[config.mk]
export PLATFORM = sky130hd
export DESIGN_NAME = kbd_ctrl_flat
export DESIGN_NICKNAME = d
export VERILOG_FILES = /design/src/rtl/kbd_ctrl_if.sv /design/src/rtl/kbd_ctrl.sv /design/src/flat_wrapper.sv
export SDC_FILE = /design/constraint.sdc
export NUM_CORES = 1
export LEC_CHECK = 0
export BUFFER_PORTS_ARGS = -buffer_cell sky130_fd_sc_hd__buf_4
export CAP_MARGIN = 25
export CORE_MARGIN = 10
export CORE_UTILIZATION = 40
export DETAILED_ROUTE_END_ITERATION = 10
export GPL_TIMING_DRIVEN = 0
export RECOVER_POWER = 50
export SYNTH_ARGS = -nofsm -noshare
export SYNTH_HDL_FRONTEND = slang
export SYNTH_SLANG_ARGS = --single-unit
[constraint.sdc]
create_clock -name clock -period 3.9 [get_ports clock]
set_input_delay 0.39 -clock clock [delete_from_list [all_inputs] [get_ports clock]]
set_output_delay 0.39 -clock clock [all_outputs]
set_load 0.01 [all_outputs]
[src/rtl/kbd_ctrl_if.sv]
// rtl/kbd_ctrl_if.sv - MMU read-bus bundle for the PS/2 keyboard controller
interface kbd_ctrl_if;
  logic        sel;
  logic        re;
  logic [31:0] addr;
  logic [31:0] dout;

  modport master (output sel, re, addr, input dout);
  modport slave  (input sel, re, addr, output dout);
endinterface

[src/rtl/kbd_ctrl.sv]
// rtl/kbd_ctrl.sv - PS/2 keyboard receiver: sync, deframe, check, scancode FIFO, DATA/STATUS regs
module kbd_ctrl #(
  parameter int FIFO_DEPTH     = 8,
  parameter int FIFO_AW        = 3,
  parameter int TIMEOUT_CYCLES = 200000
) (
  input  logic       clock,
  input  logic       reset,
  input  logic       ps2_clk,
  input  logic       ps2_dat,
  kbd_ctrl_if.slave  bus
);
  localparam int TW = $clog2(TIMEOUT_CYCLES);

  typedef enum logic [1:0] {S_IDLE, S_RECV, S_CHECK} state_t;

  state_t             r_state;
  logic [2:0]         r_clk_sync;
  logic [2:0]         r_dat_sync;
  logic [3:0]         r_bitcnt;
  logic [9:0]         r_shreg;
  logic [TW-1:0]      r_tcnt;
  logic [7:0]         r_mem [FIFO_DEPTH];
  logic [FIFO_AW-1:0] r_wr_ptr;
  logic [FIFO_AW-1:0] r_rd_ptr;
  logic [FIFO_AW:0]   r_count;
  logic               r_overflow;
  logic               r_frame_err;

  logic        w_fall, w_dat, w_empty, w_full, w_good, w_push, w_push_ok;
  logic        w_timeout, w_pop, w_stat_rd, w_ovf_set, w_ferr_set, w_unused;
  logic [3:0]  w_count4;
  logic [31:0] w_dout;

  assign w_fall    = r_clk_sync[2] & ~r_clk_sync[1];
  assign w_dat     = r_dat_sync[1];
  assign w_empty   = (r_count == '0);
  assign w_full    = (r_count == (FIFO_AW+1)'(FIFO_DEPTH));
  assign w_good    = (^r_shreg[8:0]) & r_shreg[9];
  assign w_push    = (r_state == S_CHECK) & w_good;
  assign w_timeout = (r_state == S_RECV) & ~w_fall & (r_tcnt == TW'(TIMEOUT_CYCLES - 1));

  // A pop in the same cycle frees a slot, so a push into a full FIFO still lands
  assign w_pop      = bus.sel & bus.re & ~bus.addr[2] & ~w_empty;
  assign w_stat_rd  = bus.sel & bus.re & bus.addr[2];
  assign w_push_ok  = w_push & (~w_full | w_pop);
  assign w_ovf_set  = w_push & w_full & ~w_pop;
  assign w_ferr_set = ((r_state == S_CHECK) & ~w_good) | w_timeout;
  assign w_count4   = 4'(r_count);
  assign w_unused   = ^{bus.addr[31:3], bus.addr[1:0]};

  always_ff @(posedge clock) begin
    if (!reset) begin
      r_state     <= S_IDLE;
      r_clk_sync  <= 3'b111;
      r_dat_sync  <= 3'b111;
      r_bitcnt    <= '0;
      r_shreg     <= '0;
      r_tcnt      <= '0;
      r_wr_ptr    <= '0;
      r_rd_ptr    <= '0;
      r_count     <= '0;
      r_overflow  <= 1'b0;
      r_frame_err <= 1'b0;
    end else begin
      r_clk_sync <= {r_clk_sync[1:0], ps2_clk};
      r_dat_sync <= {r_dat_sync[1:0], ps2_dat};

      case (r_state)
        S_IDLE: begin
          if (w_fall && !w_dat) begin
            r_state  <= S_RECV;
            r_bitcnt <= '0;
            r_tcnt   <= '0;
          end
        end
        S_RECV: begin
          if (w_fall) begin
            r_shreg[r_bitcnt] <= w_dat;
            r_tcnt            <= '0;
            if (r_bitcnt == 4'd9) r_state <= S_CHECK;
            else                  r_bitcnt <= r_bitcnt + 4'd1;
          end else if (w_timeout) begin
            r_state  <= S_IDLE;
            r_bitcnt <= '0;
            r_tcnt   <= '0;
          end else begin
            r_tcnt <= r_tcnt + 1'b1;
          end
        end
        S_CHECK: begin
          r_state  <= S_IDLE;
          r_bitcnt <= '0;
        end
        default: r_state <= S_IDLE;
      endcase

      if (w_push_ok) begin
        r_mem[r_wr_ptr] <= r_shreg[7:0];
        r_wr_ptr        <= r_wr_ptr + 1'b1;
      end
      if (w_pop) r_rd_ptr <= r_rd_ptr + 1'b1;

      case ({w_push_ok, w_pop})
        2'b10:   r_count <= r_count + 1'b1;
        2'b01:   r_count <= r_count - 1'b1;
        default: r_count <= r_count;
      endcase

      // Setting wins over the clear-on-read of STATUS
      r_overflow  <= w_ovf_set  | (r_overflow  & ~w_stat_rd);
      r_frame_err <= w_ferr_set | (r_frame_err & ~w_stat_rd);
    end
  end

  always_comb begin
    w_dout = '0;
    if (bus.addr[2])
      w_dout = {20'b0, w_count4, 4'b0, r_frame_err, r_overflow, w_full, ~w_empty};
    else if (!w_empty)
      w_dout = {23'b0, 1'b1, r_mem[r_rd_ptr]};
  end

  assign bus.dout = w_dout;
endmodule
[src/flat_wrapper.sv]
// flat-port wrapper written by rule: the top's interface ports become plain ports
module kbd_ctrl_flat 
#(
  parameter int FIFO_DEPTH     = 8,
  parameter int FIFO_AW        = 3,
  parameter int TIMEOUT_CYCLES = 200000
)
  (clock, reset, ps2_clk, ps2_dat, bus_sel, bus_re, bus_addr, bus_dout);
  kbd_ctrl_if bus_i ();
  input  logic clock;
  input  logic reset;
  input  logic ps2_clk;
  input  logic ps2_dat;
  input wire logic [$bits(bus_i.sel)-1:0] bus_sel;
  input wire logic [$bits(bus_i.re)-1:0] bus_re;
  input wire logic [$bits(bus_i.addr)-1:0] bus_addr;
  output wire logic [$bits(bus_i.dout)-1:0] bus_dout;
  assign bus_i.sel = bus_sel;
  assign bus_i.re = bus_re;
  assign bus_i.addr = bus_addr;
  assign bus_dout = bus_i.dout;
  kbd_ctrl #(.FIFO_DEPTH(FIFO_DEPTH), .FIFO_AW(FIFO_AW), .TIMEOUT_CYCLES(TIMEOUT_CYCLES)) u_core (.clock(clock), .reset(reset), .ps2_clk(ps2_clk), .ps2_dat(ps2_dat), .bus(bus_i));
endmodule
Word level (Yosys, flattened, before mapping)
Memories as Yosys holds them, arrays and structs flattened. A register that Yosys moved wholly into a read port is not among the register bits. Cells that the tools add are included. W data, S select, Z words.

Add/sub/neg operators: 6. Order comparisons: 2. Equal/unequal tests: 11. Muxes and demuxes: 25. Bitwise gates (word level): 27. Reduce and logical (&&, ||, !) cells: 13.

Operators by type and width (number): $mux W18 (3); $pmux W18 S2 (1); $mux W32 (1); $add A18 B1 Y18 const B (1); $eq A18 B18 Y1 const B (1); $mux W4 (4); $and A1 B1 Y1 (15); $pmux W4 S3 (1); $bwmux W10 (1); $mux W9 (1); $reduce_xor A9 Y1 (1); $add A4 B1 Y4 const B (2); $eq A4 B4 Y1 const B (2); $mux W2 (4); $not A1 Y1 (8); $pmux W4 S2 (1); $add A3 B1 Y3 const B (2); $mux W3 (2); $ne A3 B3 Y1 const B (2); $lt A4 B5 Y1 const B (1); $demux W1 S4 (1); $eq A2 B1 Y1 const B (2); $eq A2 B2 Y1 const B (2); $ge A4 B1 Y1 const B (1); 15 further kinds (24).

Register bits: 51. Bits in writable memories: 64. Bits of input ports: 38. Output and inout bits: 32. Word-level logic and storage cells: 96. Memories: 1.

Memories: u_core.r_mem (depth 8, bits a word 8, read ports 1, clocked after Yosys merged registers in 1, wr ports 1, line kbd_ctrl.sv:23) `logic [7:0] r_mem [FIFO_DEPTH];`.

Depth between registers and ports, before layout
Gate-level depths: netlist of run 1.

Depth in word-level cells: 8. Mapped depth: 11. Depth with buffers taken out: 10.

Worst setup path after synthesis of run 1
No wires, ideal clock.

Path kind: reg-to-reg. From: reg u_core.r_shreg[6]. To: mem u_core.r_mem[2][0] (enable). Setup time: 395 ps. Data arrival time: 2433 ps. Data required time: 3505 ps. Path slack: 1072 ps. Cell stages (with the launch flop): 6. Buffers on the path: 0. Clock period less this slack: 2828 ps. Cells stage by stage: dfxtp_1 -> xor2_1 -> xnor3_2 -> mux2i_4 -> o21ai_4 -> nor4_1.

Word-level cells in the longest chain between the ends: 7.

Ends and longest elaborated chain: from (decl) (line kbd_ctrl.sv:21) `logic [9:0] r_shreg;`; from (signal, indexed assignment) (line kbd_ctrl.sv:79) `r_shreg[r_bitcnt] <= w_dat;`; $reduce_xor A9 Y1 (line kbd_ctrl.sv:39) `assign w_good = (^r_shreg[8:0]) & r_shreg[9];`; $and A1 B1 Y1 (line kbd_ctrl.sv:39); $and A1 B1 Y1 (line kbd_ctrl.sv:40) `assign w_push = (r_state == S_CHECK) & w_good;`; $and A1 B1 Y1 (line kbd_ctrl.sv:46) `assign w_push_ok = w_push & (~w_full | w_pop);`; $mux W1 (line kbd_ctrl.sv:98) `if (w_push_ok) begin`; $mux W1 (line kbd_ctrl.sv:53) `if (!reset) begin`; $mux W1 (not written as such) (line kbd_ctrl.sv:99) `r_mem[r_wr_ptr] <= r_shreg[7:0];`; to (decl) (line kbd_ctrl.sv:23).

No other way between the ends.

Final worst setup path of run 1
From: reg u_core.r_count[1]. To: mem u_core.r_mem[3][6] (enable).

Word-level cells in the longest chain between the ends: 8. Elaborated cells on any way between the ends: 10. Classes of those cells: 1 x eq/ne; 3 x mux; 5 x bitwise; 1 x reduce/logical.

Ends and longest elaborated chain: from (decl) (line kbd_ctrl.sv:26) `logic [FIFO_AW:0] r_count;`; from (signal assigned) (line kbd_ctrl.sv:105) `2'b10: r_count <= r_count + 1'b1;`; from (signal assigned) (line kbd_ctrl.sv:106) `2'b01: r_count <= r_count - 1'b1;`; from (signal assigned) (line kbd_ctrl.sv:107) `default: r_count <= r_count;`; $logic_not A4 Y1 (line kbd_ctrl.sv:37) `assign w_empty = (r_count == '0);`; $not A1 Y1 (line kbd_ctrl.sv:44) `assign w_pop = bus.sel & bus.re & ~bus.addr[2] & ~w_empty;`; $and A1 B1 Y1 (line kbd_ctrl.sv:44); $or A1 B1 Y1 * (line kbd_ctrl.sv:46); $and A1 B1 Y1 * (line kbd_ctrl.sv:46); $mux W1 * (line kbd_ctrl.sv:98); $mux W1 * (line kbd_ctrl.sv:53); $mux W1 (not written as such) * (line kbd_ctrl.sv:99).

Every way passes the cells marked *; elsewhere a longest branch is shown, timed or not.

==> results.json, run 1 <==
{
  "drive_above_1_share": 0.1996,
  "die_h_um": 134.7,
  "synthTopCellsByCount": "edfxtp_1, nor2_1, dfxtp_1",
  "crit_chain": "clkbuf_1 -> nor4_1 -> or2_1 -> clkbuf_1 -> nor2_1 -> o211ai_2 -> nor3_1 -> buf_2",
  "setup_tns_ps": 0,
  "cts_setup_buffers": 0,
  "cp-start-kind": "flop",
  "die_w_um": 134.7,
  "insertion_delay_ps": 410,
  "ant_nets": 0,
  "max_slew.worst_pin.slew_ps": 1370,
  "finalInstanceArea_mm2": 0.006287,
  "grt_max_degree": 17,
  "hold_slack_ps": 160.6,
  "ir_worst_vdd_uv": 349.7,
  "hpwl_um": 7554,
  "cp-end-kind": "flop",
  "required_ps": 4010,
  "synth.most_common_cell": "edfxtp_1",
  "async_flop_share": 0,
  "worst-path-buf-inv": 3,
  "cts-root-buf": "clkbuf_16",
  "coreArea_mm2": 0.01277,
  "h-tree-depth": 4,
  "syn2layout_area_growth_pct": 19.50,
  "initial_utilization": 0.4119,
  "arrival_ps": 3260,
  "ys_ff_latch": 118,
  "power.density_mw_per_mm2": 463.3,
  "io_buffers": 18,
  "syn_area_mm2": 0.005261,
  "p_total_mw": 2.913,
  "dieArea_mm2": 0.01814,
  "hold_path.class": "input port to flop",
  "vias_per_cell": 4.936,
  "tritoncts": "yes",
  "slew_headroom": 0.07485,
  "path_clk_slew_ps": 50,
  "grt_pass1_vias": 3556,
  "post_cts_resize_count": 0,
  "placed_area_mm2": 0.005736,
  "min_period_ps": 3152,
  "maxCapViolations": 0,
  "pre_cts_slack_ps": 822.9,
  "vias": 3371,
  "rows": 41,
  "antenna_found_initial": 0,
  "grt_pass1_wl_um": 18220,
  "gp_congestion": 0.7654,
  "leakagePower_nw": 2.280,
  "hold_viol": 0,
  "timing.critical_path.slowest_cell_delay_ps": 610,
  "drt_first_pass_iters": 4,
  "yosysSeqAreaShare": 0.5707,
  "cts_buffer_depth": 2,
  "synth_top_area_frac": 0.3653,
  "crit_family": "simple AND/OR/NAND/NOR gates",
  "yosys_warnings": 0,
  "post-route-period-util": 0.8083,
  "cp_slowest_cell": "nor3_1",
  "cp_common_cell": "clkbuf_1",
  "overflow": 0,
  "outcome": "finished, final reports clean",
  "synthesis.instances": 437,
  "route.detailed.drc": 0,
  "yosysTopAreaCell": "edfxtp_1",
  "rsz0062_at_grt": "false",
  "fin_worst_skew_ps": 8.005,
  "ys_types": 52,
  "antennaDiodeCount": 0,
  "n_fill_cell": 1156,
  "drt_iter0_drc": 242,
  "routed_wl_um": 10840,
  "finalWorstSetupSlack_ps": 747.7,
  "synth_ff_type": "edfxtp_1",
  "cts_hold_buffers": 0,
  "synthTopCellsByArea": "edfxtp_1, dfxtp_1, mux4_2, nor2_1, mux2i_1",
  "slew_violations": 0,
  "synth_edf_count": 64,
  "setup_viol": 0,
  "cts_made_buffers": 17,
  "numClockSinks": 118,
  "grt.total_usage": 0.1277,
  "max_freq_mhz": 317.2,
  "ioPinCount": 70,
  "fin_nets": 544,
  "path_max_fanout": 8,
  "post_drt_wl_per_cell_um": 15.88,
  "path_class": "flop to flop",
  "syn_area_per_cell_um2": 12.04
}
per-stage QoR:
stage / std cells / utilization
2_1_floorplan: 456 / -
3_3_place_gp: 646 / 0.4449
3_5_place_dp: 651 / 0.4490
4_1_cts: 683 / 0.4952
5_1_grt: 683 / 0.4922
6_report: 683 / 0.4922
final timing paths:
| check | startpoint | to | slack [ps] | depth (start not counted) |
|---|---|---|---|---|
| max | u_core.r_count[1] | u_core.r_mem[3][6] | 750 | 8 |
| min | ps2_clk | u_core.r_clk_sync[0] | 160 | 2 |
| max reg2reg | u_core.r_count[1] | u_core.r_mem[3][6] | 750 | 8 |
| min reg2reg | u_core.r_clk_sync[0] | u_core.r_clk_sync[1] | 410 | 1 |
layout by cell type, fill, tap and decap left out, types with 7 or more instances in the layout:
cell       count
a21oi_1       15
buf_4         42
clkbuf_1      14
clkbuf_16     17
conb_1        20
dfxtp_1       54
edfxtp_1      64
ha_1           8
inv_1          8
mux2i_1       20
mux4_2        16
nand2_1       36
nand2b_1       7
nand3_1       18
nor2_1        58
nor3_1        11
o21ai_0        9
xnor2_1       15
xor2_1         8
logic make-up after synthesis:
kind of cell	after synthesis	share of synthesized area
AND/OR/NAND/NOR	165	0.1503
flip-flops	118	0.5707
buffers and inverters	45	0.05042
AO/OA/AOI/OAI	38	0.05065
multiplexers	37	0.1108
XOR/XNOR	25	0.04733
adder cells (fa/ha/maj)	8	0.01903
other	1	0.0007128
flip-flops by register name (all words and copies together), names as in the netlist, named ones only:
signal and flops:
u_core.r_mem 64, u_core.r_wr_ptr 3, u_core.r_shreg 10, u_core.r_frame_err 1, u_core.r_rd_ptr 3, u_core.r_dat_sync 2, u_core.r_count 4, u_core.r_clk_sync 3
u_core.r_tcnt 18, u_core.r_overflow 1, u_core.r_state 2, u_core.r_bitcnt 4
where the power goes:
part / switching (mW) / internal [mW] / total [mW]
Sequential: 0.00143 / 1.30 / 1.30
Clock: 0.557 / 0.998 / 1.56
Combinational: 0.0328 / 0.0232 / 0.0560
Total: 0.592 / 2.32 / 2.91
routing by layer:
layer,GRT usage,vias up,wire length (um)
li1,-,1658,-
met1,0.1536,1631,4823
met2,0.2083,63,5386
met3,0.04006,19,479
met4,0.05018,0,155
met5,0,-,0
area by class of cell:
type | count | area, um2 | share of cell area
flip-flops and latches | 118 | 3003 | 0.4776
multi-input cells | 293 | 2057 | 0.3272
clock buffers | 19 | 432.9 | 0.06886
plain buffers | 36 | 221.5 | 0.03522
well taps | 172 | 215.2 | 0.03423
repair buffers | 23 | 166.4 | 0.02647
clock inverters | 13 | 157.7 | 0.02507
inverters | 9 | 33.78 | 0.005373
(Power assumes the default switching activity.)
==> run 2, diff against run 1 <==
Clock period 3.9 ns to 2.6 ns, I/O delays scaled along.
==> run 2 against run 1 <==
Compared with the run above:
- register-to-register slack got worse by 670 ps
- clock-buffer cell count is 1 lower
- critical path depth is 1 lower
- die area stayed put
- critical path type unchanged
- flip-flop and latch count did not move
- sequential share of layout area fell by 1.1 points
- via count grew 0.59%
- largest power group unchanged
- setup slack lost 670 ps
- worst hold slack got worse by 130 ps
==> results.json, run 2 (same netlist as run 1, synthesis figures left out) <==
{
  "path_clk_slew_ps": 60,
  "hpwl_um": 7329,
  "numClockSinks": 118,
  "max_freq_mhz": 396.3,
  "power.density_mw_per_mm2": 667.5,
  "h-tree-depth": 4,
  "placed_area_mm2": 0.005733,
  "clockPowerShare": 0.529,
  "multi_input_area_mm2": 0.002162,
  "drive_above_1_share": 0.2486,
  "switchingPower_uw": 920.2,
  "antenna_found_initial": 0,
  "cts_made_buffers": 17,
  "wl_met3_um": 603,
  "slew_violations": 0,
  "outcome": "finished, final reports clean",
  "routed_wl_um": 10780,
  "hold_viol": 0,
  "hold_path.class": "input port to flop",
  "grt_max_degree": 17,
  "final_util": 0.5067,
  "p_int_mw": 3.400,
  "timing.critical_path.slowest_cell_delay_ps": 450,
  "finalInstanceArea_mm2": 0.006472,
  "grt.total_usage": 0.1266,
  "drt_first_pass_iters": 4,
  "fin_nets": 552,
  "post-route-period-util": 0.9705,
  "overflow": 0,
  "seqCellArea_mm2": 0.003018,
  "slew_headroom": 0.4942,
  "grt_pass1_vias": 3450,
  "coreArea_mm2": 0.01277,
  "die_h_um": 134.7,
  "mostFrequentLayoutCells": "edfxtp_1, nor2_1, buf_4, dfxtp_1, nand2_1",
  "crit_family": "simple AND/OR/NAND/NOR gates",
  "path_max_fanout": 10,
  "crit_chain": "xnor3_2 -> nand3b_1 -> mux2i_4 -> buf_4 -> o21ai_4 -> nor4_4 -> buf_4",
  "die_w_um": 134.7,
  "syn2layout_area_growth_pct": 23.02,
  "rsz0062_at_grt": "true",
  "drt_iter0_drc": 183,
  "switching_share": 0.2130,
  "p_total_mw": 4.320,
  "layout_commonest_cell": "edfxtp_1",
  "post_drt_wl_per_cell_um": 15.60,
  "met1_length_um": 4783,
  "io_buffers": 18,
  "hold_path.startpoint": "ps2_clk",
  "antennaDiodeCount": 0,
  "largest_reg_flops": 64,
  "setup_tns_ps": 0,
  "required_ps": 2720,
  "vias_per_cell": 4.907,
  "leakagePower_nw": 2.376,
  "n_fill_cell": 1130,
  "insertion_delay_ps": 420,
  "cp-start-kind": "flop",
  "cp_slowest_cell": "nor4_4",
  "cts-root-buf": "clkbuf_16",
  "max_slew.worst_pin.slew_ps": 758.7,
  "route.detailed.drc": 0,
  "rows": 41,
  "gp_congestion": 0.7909,
  "setup_viol": 0,
  "maxCapViolations": 0,
  "ioPinCount": 70,
  "tritoncts": "yes",
  "cts_buffer_depth": 2,
  "min_period_ps": 2523,
  "grt_pass1_wl_um": 18110,
  "worst-path-buf-inv": 2,
  "cp_common_cell": "buf_4",
  "dp_cells": 649,
  "vias": 3391,
  "reg2reg_from": "u_core.r_shreg[3]",
  "cp-end-kind": "flop",
  "startpoint": "u_core.r_shreg[3]",
  "ir_worst_vdd_uv": 417.5,
  "highest_layer": "met4",
  "power_frac_comb": 0.020,
  "path_class": "flop to flop",
  "dieArea_mm2": 0.01814,
  "p_seq_frac": 0.451,
  "route.met2.wl_um": 5201,
  "fin_worst_skew_ps": 8.186,
  "arrival_ps": 2650,
  "ant_nets": 0,
  "fin_cells": 691,
  "cts_hold_buffers": 0,
  "top_register": "u_core.r_mem",
  "initial_utilization": 0.4119,
  "reg.largest.list": "u_core.r_mem (64), u_core.r_tcnt (18), u_core.r_shreg (10)"
}
-- run 2: cell count changes in the layout (fill, tap and decap cells not counted), sizes merged --
| cell | before | now |
|---|---|---|
| buf | 46 | 54 |
| clkbuf | 31 | 30 |
| clkinv | 6 | 7 |
| inv | 8 | 12 |
| bufinv | 3 | 2 |
| clkinvlp | 5 | 2 |
-- run 2: layer usage --
metal,track usage,vias up
li1,-,1676
met1,0.1562,1630
met2,0.1987,72
met3,0.04377,13
met4,0.04958,0
met5,0,-
-- run 2: worst paths after layout --
kind | endpoint | slack, ps | cells past startpoint
max | u_core.r_mem[4][6] | 80 | 7
min | u_core.r_clk_sync[0] | 30 | 2
max reg2reg | u_core.r_mem[4][6] | 80 | 7
min reg2reg | u_core.r_dat_sync[1] | 410 | 1
-- run 2: power groups by stage --
stage                     Clock [mW]  Sequential [mW]  Combinational, mW
after detailed placement           0             1.99             0.0835
after floorplan                    0             1.99             0.0635
after CTS                       2.32             1.95             0.0844
final                           2.29             1.95             0.0864
after global placement             0             1.99             0.0828
after global routing            2.41             1.95             0.0969
-- run 2: layout make-up --
type / count / share of cell area
plain buffers: 35 / 0.03673
well taps: 172 / 0.03325
flip-flops and latches: 118 / 0.4663
multi-input cells: 293 / 0.3340
clock inverters: 14 / 0.02339
inverters: 9 / 0.005219
clock buffers: 18 / 0.06631
repair buffers: 32 / 0.03480
-- run 2: timing repair --
| action | in CTS | in global routing |
|---|---|---|
| resized for setup | 24 | 5 |
| pin swaps | 3 | 1 |
| setup buffers | 8 | 3 |
| gates cloned | 0 | 0 |
| setup endpoints to repair | 71 | 35 |
-- run 2: stage by stage --
step / worst slack [ps] / hold slack [ps]
after detailed placement: -430.8 / 402.6
final: 76.59 / 28.28
after global routing: -32.50 / 28.16
after CTS: 1.980 / 17.04
after global placement: -1303 / 390.4
after floorplan: -227.9 / 333.0
